<file path="config.mk">
export PLATFORM = sky130hd
export DESIGN_NAME = seq_divider
export DESIGN_NICKNAME = d
export VERILOG_FILES = /design/src/rtl/div_pkg.sv /design/src/rtl/div_step.sv /design/src/rtl/seq_divider.sv
export SDC_FILE = /design/constraint.sdc
export NUM_CORES = 1
export LEC_CHECK = 0
export ABC_AREA = 1
export CAP_MARGIN = 20
export CORE_MARGIN = 10
export CORE_UTILIZATION = 39
export CTS_CLUSTER_DIAMETER = 40
export CTS_CLUSTER_SIZE = 30
export DETAILED_ROUTE_END_ITERATION = 12
export GPL_ROUTABILITY_DRIVEN = 0
export PLACE_DENSITY = 0.59
export SYNTH_ARGS = -nofsm -noshare
export SYNTH_HDL_FRONTEND = slang
export SYNTH_SLANG_ARGS = --single-unit
export TNS_END_PERCENT = 20
</file>
<file path="constraint.sdc">
create_clock -name clk -period 6 [get_ports clk]
set_input_delay 0.6 -clock clk [delete_from_list [all_inputs] [get_ports clk]]
set_output_delay 0.6 -clock clk [all_outputs]
set_load 0.01 [all_outputs]
</file>
<file path="src/rtl/div_pkg.sv">
// Shared types and helpers for the sequential restoring divider.
package div_pkg;

  typedef enum logic [1:0] {
    IDLE = 2'd0,
    RUN  = 2'd1,
    DONE = 2'd2
  } state_t;

  // Counter must hold the value WIDTH itself, not just WIDTH-1.
  function automatic int cnt_w(input int width);
    return $clog2(width + 1);
  endfunction

endpackage

</file>
<file path="src/rtl/div_step.sv">
// One radix-2 restoring step: shift in the next dividend bit, trial-subtract the divisor.
// Purely combinational so it can be replicated for an unrolled or pipelined variant.
module div_step #(
  parameter int WIDTH = 64
) (
  input  logic [WIDTH:0]   rem,
  input  logic             dividend_bit,
  input  logic [WIDTH-1:0] divisor,
  output logic [WIDTH:0]   rem_next,
  output logic             q_bit
);

  logic [WIDTH:0]   shifted;
  logic [WIDTH+1:0] diff;

  always_comb begin
    shifted  = {rem[WIDTH-1:0], dividend_bit};
    // Extra top bit of diff is the borrow out of the trial subtraction.
    diff     = {1'b0, shifted} - {2'b00, divisor};
    q_bit    = ~diff[WIDTH+1];
    rem_next = q_bit ? diff[WIDTH:0] : shifted;
  end

endmodule

</file>
<file path="src/rtl/seq_divider.sv">
// Iterative unsigned divider, one quotient bit per clock, WIDTH+1 cycles accept-to-done.
// Single operation in flight; start is ignored while busy; divide-by-zero finishes in one cycle.
module seq_divider
  import div_pkg::*;
#(
  parameter int WIDTH = 64
) (
  input  logic             clk,
  input  logic             rst,
  input  logic             start,
  input  logic [WIDTH-1:0] dividend,
  input  logic [WIDTH-1:0] divisor,
  output logic             busy,
  output logic             done,
  output logic [WIDTH-1:0] quotient,
  output logic [WIDTH-1:0] remainder,
  output logic             div_by_zero
);

  localparam int            CW       = cnt_w(WIDTH);
  localparam logic [CW-1:0] CNT_INIT = CW'(WIDTH);
  localparam logic [CW-1:0] CNT_LAST = CW'(1);

  state_t           state;
  logic [CW-1:0]    cnt;
  logic [WIDTH-1:0] dq;
  logic [WIDTH-1:0] dvsr;
  logic [WIDTH:0]   rem;
  logic [WIDTH:0]   rem_next;
  logic             q_bit;

  div_step #(.WIDTH(WIDTH)) u_step (
    .rem          (rem),
    .dividend_bit (dq[WIDTH-1]),
    .divisor      (dvsr),
    .rem_next     (rem_next),
    .q_bit        (q_bit)
  );

  // dq starts as the dividend and fills with quotient bits as dividend bits shift out.
  always_ff @(posedge clk) begin
    if (rst) begin
      state       <= IDLE;
      cnt         <= '0;
      dq          <= '0;
      dvsr        <= '0;
      rem         <= '0;
      busy        <= 1'b0;
      done        <= 1'b0;
      quotient    <= '0;
      remainder   <= '0;
      div_by_zero <= 1'b0;
    end else begin
      case (state)
        IDLE: begin
          if (start) begin
            dq          <= dividend;
            dvsr        <= divisor;
            rem         <= '0;
            cnt         <= CNT_INIT;
            busy        <= 1'b1;
            div_by_zero <= 1'b0;
            if (divisor == '0) begin
              state       <= DONE;
              done        <= 1'b1;
              quotient    <= '1;
              remainder   <= dividend;
              div_by_zero <= 1'b1;
            end else begin
              state <= RUN;
            end
          end
        end
        RUN: begin
          rem <= rem_next;
          dq  <= {dq[WIDTH-2:0], q_bit};
          cnt <= cnt - 1'b1;
          if (cnt == CNT_LAST) begin
            state     <= DONE;
            done      <= 1'b1;
            quotient  <= {dq[WIDTH-2:0], q_bit};
            remainder <= rem_next[WIDTH-1:0];
          end
        end
        DONE: begin
          state <= IDLE;
          done  <= 1'b0;
          busy  <= 1'b0;
        end
        default: begin
          state <= IDLE;
          busy  <= 1'b0;
          done  <= 1'b0;
        end
      endcase
    end
  end

endmodule

</file>
==> flow_metrics.tcl, run 1 <==
set metrics [dict create \
    cts_resized 0 \
    fin_crit_ps 3860 \
    pin_count 262 \
    cts_made_buffers 56 \
    crit_path_start "start" \
    die_h_um 247 \
    r2r_end "rem[37]" \
    cp-endpoint "rem[37]" \
    pre_cts_ws_ps 1590 \
    cts_root_buf "clkbuf_16" \
    die_x_um 247 \
    end_kind "flip-flop" \
    antenna_found_initial 1 \
    syn2layout_area_growth_pct 25.1 \
    drt_wl_total_mm 74.8 \
    p_leak_nw 13.2 \
    seq_power_share 0.256 \
    drive_gt1_frac 0.0520 \
    start_kind "input pin" \
    final-setup-viol-count 0 \
    intPower_w 0.00667 \
    power_density_mw_per_mm2 476 \
    drtIter0Drc 1955 \
    insertion_delay_ps 620 \
    ant_nets 0 \
    period_share 0.643 \
    avgSynthCellArea_um2 6.07 \
    r2r-start "state[1]" \
    final_hold_viol_count 0 \
    hp-start "dvsr[52]" \
    syn_inst 3317 \
    postCtsSetupRepairBufs 0 \
    coreArea_mm2 0.0512 \
    fp-row-count 83 \
    hold_path_class "reg -> reg" \
    yosysWarnings 0 \
    outcome "finished, final reports clean" \
    max_slew_margin 0.356 \
    ys_seq_elements 332 \
    drt_drc_violations_left 0 \
    dr.pass1.iters 7 \
    grt_pass1_wl_mm 115 \
    syn_nets 3515 \
    synth_most_common_cell "nand2_1" \
    nets 3705 \
    vias_per_cell 5.10 \
    rsz0062_at_grt "false" \
    worstRegToRegCells 9 \
    crit_arrival_ps 4410 \
    synth_area_leaders "dfxtp_1 33%, nand2_1 20%, inv_1 11%, nor2_1 5.2%, o21ai_0 4.8%" \
    fin_tns_setup_ps 0 \
    peakVddDrop_mv 0.288 \
    routedWlPerCell_um 17.6 \
    synth_top_area_frac 0.330 \
    synth-seq-area-share 0.330 \
    cts_num_sinks 332 \
    syn_area_mm2 0.0201 \
    fmax_mhz 259 \
    clk_pin_slew_worst_paths_ps 50 \
    yosysTopAreaCell "dfxtp_1" \
    rrSetupSlack_ps 2150 \
    cts_max_level 2 \
    critical_path_class "in -> reg" \
    p_comb_frac 0.459 \
    maxCapViolations 0 \
    power.switching_w 0.00532 \
    synth_top_flop_cell "dfxtp_1" \
    cp.required_ps 6560 \
    initial_core_util 0.393 \
    async_flop_share 0 \
    grt_start_max_net_pins 196 \
    tritoncts "yes" \
    first_global_vias 20470 \
    clkPwrFrac 0.284 \
    synth_edf_count 0 \
    drv_slew 0 \
    die_area_mm2 0.0611 \
    worstMarginPinSlew_ps 967 \
    hpwl_mm 57.0 \
    cts.path.max_buffers 3 \
    switching_share 0.444 \
    vias 21595 \
    gr-total-overflow 0 \
    cts_hold_buf 0 \
    grt_usage 0.237 \
    setup_slack_ps 2140 \
    final.setup_skew_ps 46.7 \
    path_max_fanout 62 \
    io_buffers 261 \
    ys_types 42 \
    synth_common_cells "1062 x nand2_1, 565 x inv_1, 332 x dfxtp_1, 280 x nor2_1, 194 x o21ai_0" \
]
==> worst min-delay path by stage <==
stage / slack (ps) / to / cells past startpoint
floorplan: 440 / dvsr[10] / 2
detailed placement: 460 / dvsr[52] / 2
finish: 460 / dvsr[52] / 2
global placement: 450 / dvsr[58] / 2
CTS: 460 / dvsr[52] / 2
global route: 480 / dvsr[54] / 2
==> cells by family (layout without fill, tap and decap cells) <==
group / count (synthesis) / count (layout) / share of synthesized area
DFF: 332 / 332 / 0.330
adders and majority gates: 67 / 67 / 0.0420
buffers and inverters: 726 / 964 / 0.140
other: 0 / 2 / 0
and+or+nand+nor: 1745 / 1745 / 0.364
AOI/OAI and AO/OA: 416 / 416 / 0.110
xor gates and xnor gates: 31 / 31 / 0.0135
==> layout make-up <==
| class | instances | area, um2 |
|---|---|---|
| sequential | 332 | 6650 |
| fill | 5194 | 26000 |
| clock buffer | 66 | 1500 |
| antenna | 2 | 5.00 |
| tap | 680 | 851 |
| inverter | 580 | 2180 |
| clock inverter | 40 | 528 |
| multi-input combinational | 2259 | 10700 |
| timing repair buffer | 278 | 2770 |
==> cells in the final DEF (no fill, tap or decap), drive strengths merged, types with 75 or more instances in the layout <==
cell,n
nand2,1093
inv,591
dfxtp,332
nor2,291
clkdlybuf4s50,261
o21ai,195
nand3,190
a21oi,142
nor3,77
nand4,75
==> power by group through the flow <==
stage / Sequential (W) / Combinational, W / Clock [W]
floorplan: 0.00312 / 0.00342 / 0
global placement: 0.00310 / 0.00538 / 0
detailed placement: 0.00310 / 0.00542 / 0
CTS: 0.00307 / 0.00545 / 0.00346
global route: 0.00313 / 0.00609 / 0.00357
finish: 0.00307 / 0.00551 / 0.00341
==> metrics by stage <==
stage	total power, W	instance area, um2	std cells	hold slack [ps]	util
after floorplan	0.00654	20100	3317	435	-
after global placement	0.00848	23100	4128	451	0.452
after detailed placement	0.00852	23100	4128	456	0.452
after CTS	0.0120	25200	4234	462	0.492
after global routing	0.0128	25200	4235	483	0.492
final	0.0120	25200	4237	461	0.492
==> critical path: stages <==
cell	delay (ps)
clkdlybuf4s50_1	570
nand2_4	530
clkinv_1	720
nor2_4	950
buf_4	620
nand2_1	110
nand3_1	120
nand2_1	60
inv_1	80
==> sequential cells by signal, indices dropped and copies added, names as in the netlist <==
signal and cells:
busy 1, cnt 7, div_by_zero 1, done 1
dq 64, dvsr 64, quotient 64, rem 64
remainder 64, state 2
==> per-layer routing <==
layer / track usage / routed length, um / share of wire / up-vias
met5: 0 / 0 / 0 / -
met1: 0.299 / 31700 / 0.42 / 9845
met4: 0.0877 / 2620 / 0.035 / 0
li1: - / - / - / 10739
met2: 0.390 / 34400 / 0.46 / 869
met3: 0.0508 / 6000 / 0.080 / 142
Note: power is estimated with default switching activity, not from simulation.
==> run 2: changes to the inputs <==
clock period = 3.8 ns   (was 6 ns; I/O delays follow)
==> flow_metrics.tcl, run 2 (synthesis results as in run 1) <==
set metrics [dict create \
    rsz0062_at_grt "false" \
    initial_core_util 0.393 \
    fillers 5308 \
    final-setup-viol-count 0 \
    fp-row-count 83 \
    pin_count 262 \
    fin_tns_setup_ps 0 \
    path_max_fanout 35 \
    r2r-start "dvsr[45]" \
    crit_arrival_ps 3650 \
    nets 3707 \
    cp.required_ps 4330 \
    cts_num_sinks 332 \
    cts_root_buf "clkbuf_16" \
    grt_pass1_wl_mm 115 \
    gr-total-overflow 0 \
    die_h_um 247 \
    fin_crit_ps 3120 \
    p_leak_nw 13.1 \
    syn2layout_area_growth_pct 23.7 \
    grt.met3_usage 0.0490 \
    die_x_um 247 \
    critical_path_class "reg -> reg" \
    crit_path_start "dvsr[45]" \
    cts.path.max_buffers 3 \
    hpwl_mm 57.4 \
    hold_path_class "in -> reg" \
    drtIter0Drc 1860 \
    grt_usage 0.238 \
    cts_max_level 2 \
    peakVddDrop_mv 0.362 \
    io_buffers 261 \
    cts_hold_buf 0 \
    start_kind "flip-flop" \
    vias_per_cell 5.08 \
    vias 21448 \
    die_area_mm2 0.0611 \
    ant_nets 0 \
    final_hold_viol_count 0 \
    layout_commonest_cell "nand2_1" \
    grt_start_max_net_pins 100 \
    tritoncts "yes" \
    coreArea_mm2 0.0512 \
    max_slew_margin 0.301 \
    cts_resized 0 \
    period_share 0.820 \
    routedWlPerCell_um 17.7 \
    worstMarginPinSlew_ps 1050 \
    antennaDiodeCount 0 \
    maxCapViolations 0 \
    drv_slew 0 \
    drt_drc_violations_left 0 \
    first_global_vias 20527 \
    power_density_mw_per_mm2 732 \
    mostFrequentLayoutCells "1060 x nand2_1, 564 x inv_1, 332 x dfxtp_1" \
    drive_gt1_frac 0.0488 \
    hp-start "dividend[36]" \
    clk_pin_slew_worst_paths_ps 50 \
    fmax_mhz 321 \
    grt_use_met1 0.301 \
    final.setup_skew_ps 23.4 \
    drt_wl_total_mm 74.9 \
    insertion_delay_ps 600 \
    cts_made_buffers 51 \
    top_usage_layer "met2" \
    antenna_found_initial 0 \
    power.total_w 0.0182 \
    postCtsSetupRepairBufs 0 \
    end_kind "flip-flop" \
    dr.pass1.iters 6 \
    gr-usage-met2 0.388 \
    outcome "finished, final reports clean" \
]
-- run 2: cell types whose count changed in the layout (fill, tap and decap cells not counted) --
cell and delta:
bufinv_16 -4, clkbuf_16 -6, buf_4 +5, clkinv_8 +1, diode_2 -2, clkinvlp_4 -1, clkinv_2 +1, inv_16 -1
inv_8 -2, inv_6 -10, buf_12 +3, clkbuf_8 +4, buf_16 -1, clkinv_4 -1
-- run 2: routing by layer --
layer / routed length, um / share of wire
met3: 5700 / 0.076
met2: 34300 / 0.46
met1: 32000 / 0.43
met4: 2880 / 0.038
met5: 0 / 0
-- run 2: metrics by stage --
step / hold slack, ps / instances / setup slack, ps / cell area [um2] / utilization
after global placement: 449 / 4136 / 633 / 23200 / 0.454
after CTS: 400 / 4223 / 661 / 24900 / 0.487
final: 418 / 4223 / 683 / 24900 / 0.487
after global routing: 428 / 4223 / 432 / 24900 / 0.487
after detailed placement: 454 / 4136 / 671 / 23200 / 0.454
after floorplan: 435 / 3317 / 1660 / 20100 / -
-- run 2: path summary, 6_finish.rpt --
path | to | slack (ps) | depth (start not counted)
max | rem[33] | 680 | 15
min | dq[36] | 420 | 3
max reg2reg | rem[33] | 680 | 15
min reg2reg | dvsr[54] | 460 | 2
-- run 2: worst max-delay path, cell delays in order (launching register included) --
cell and delay [ps]:
dfxtp_1 300, inv_1 70, ha_1 460, nand2_1 190, nor2_4 150, nand2_2 120
nor2_4 150, inv_2 50, nor3_4 140, nand2_4 300, a21oi_4 260, buf_4 440
nand2_1 190, nand3_1 110, nand2_1 50, inv_1 60
-- run 2: area by class of cell --
cell class,count,area (um2),share of cell area
clock buffer,64,1410,0.0564
sequential,332,6650,0.267
tap,680,851,0.0341
inverter,580,2180,0.0876
clock inverter,23,283,0.0113
timing repair buffer,285,2840,0.114
multi-input combinational,2259,10700,0.430
-- run 2: power by group --
group	switching [W]	internal, W
clock	0.00175	0.00288
sequential	0.000553	0.00431
combinational	0.00593	0.00282
total	0.00823	0.0100
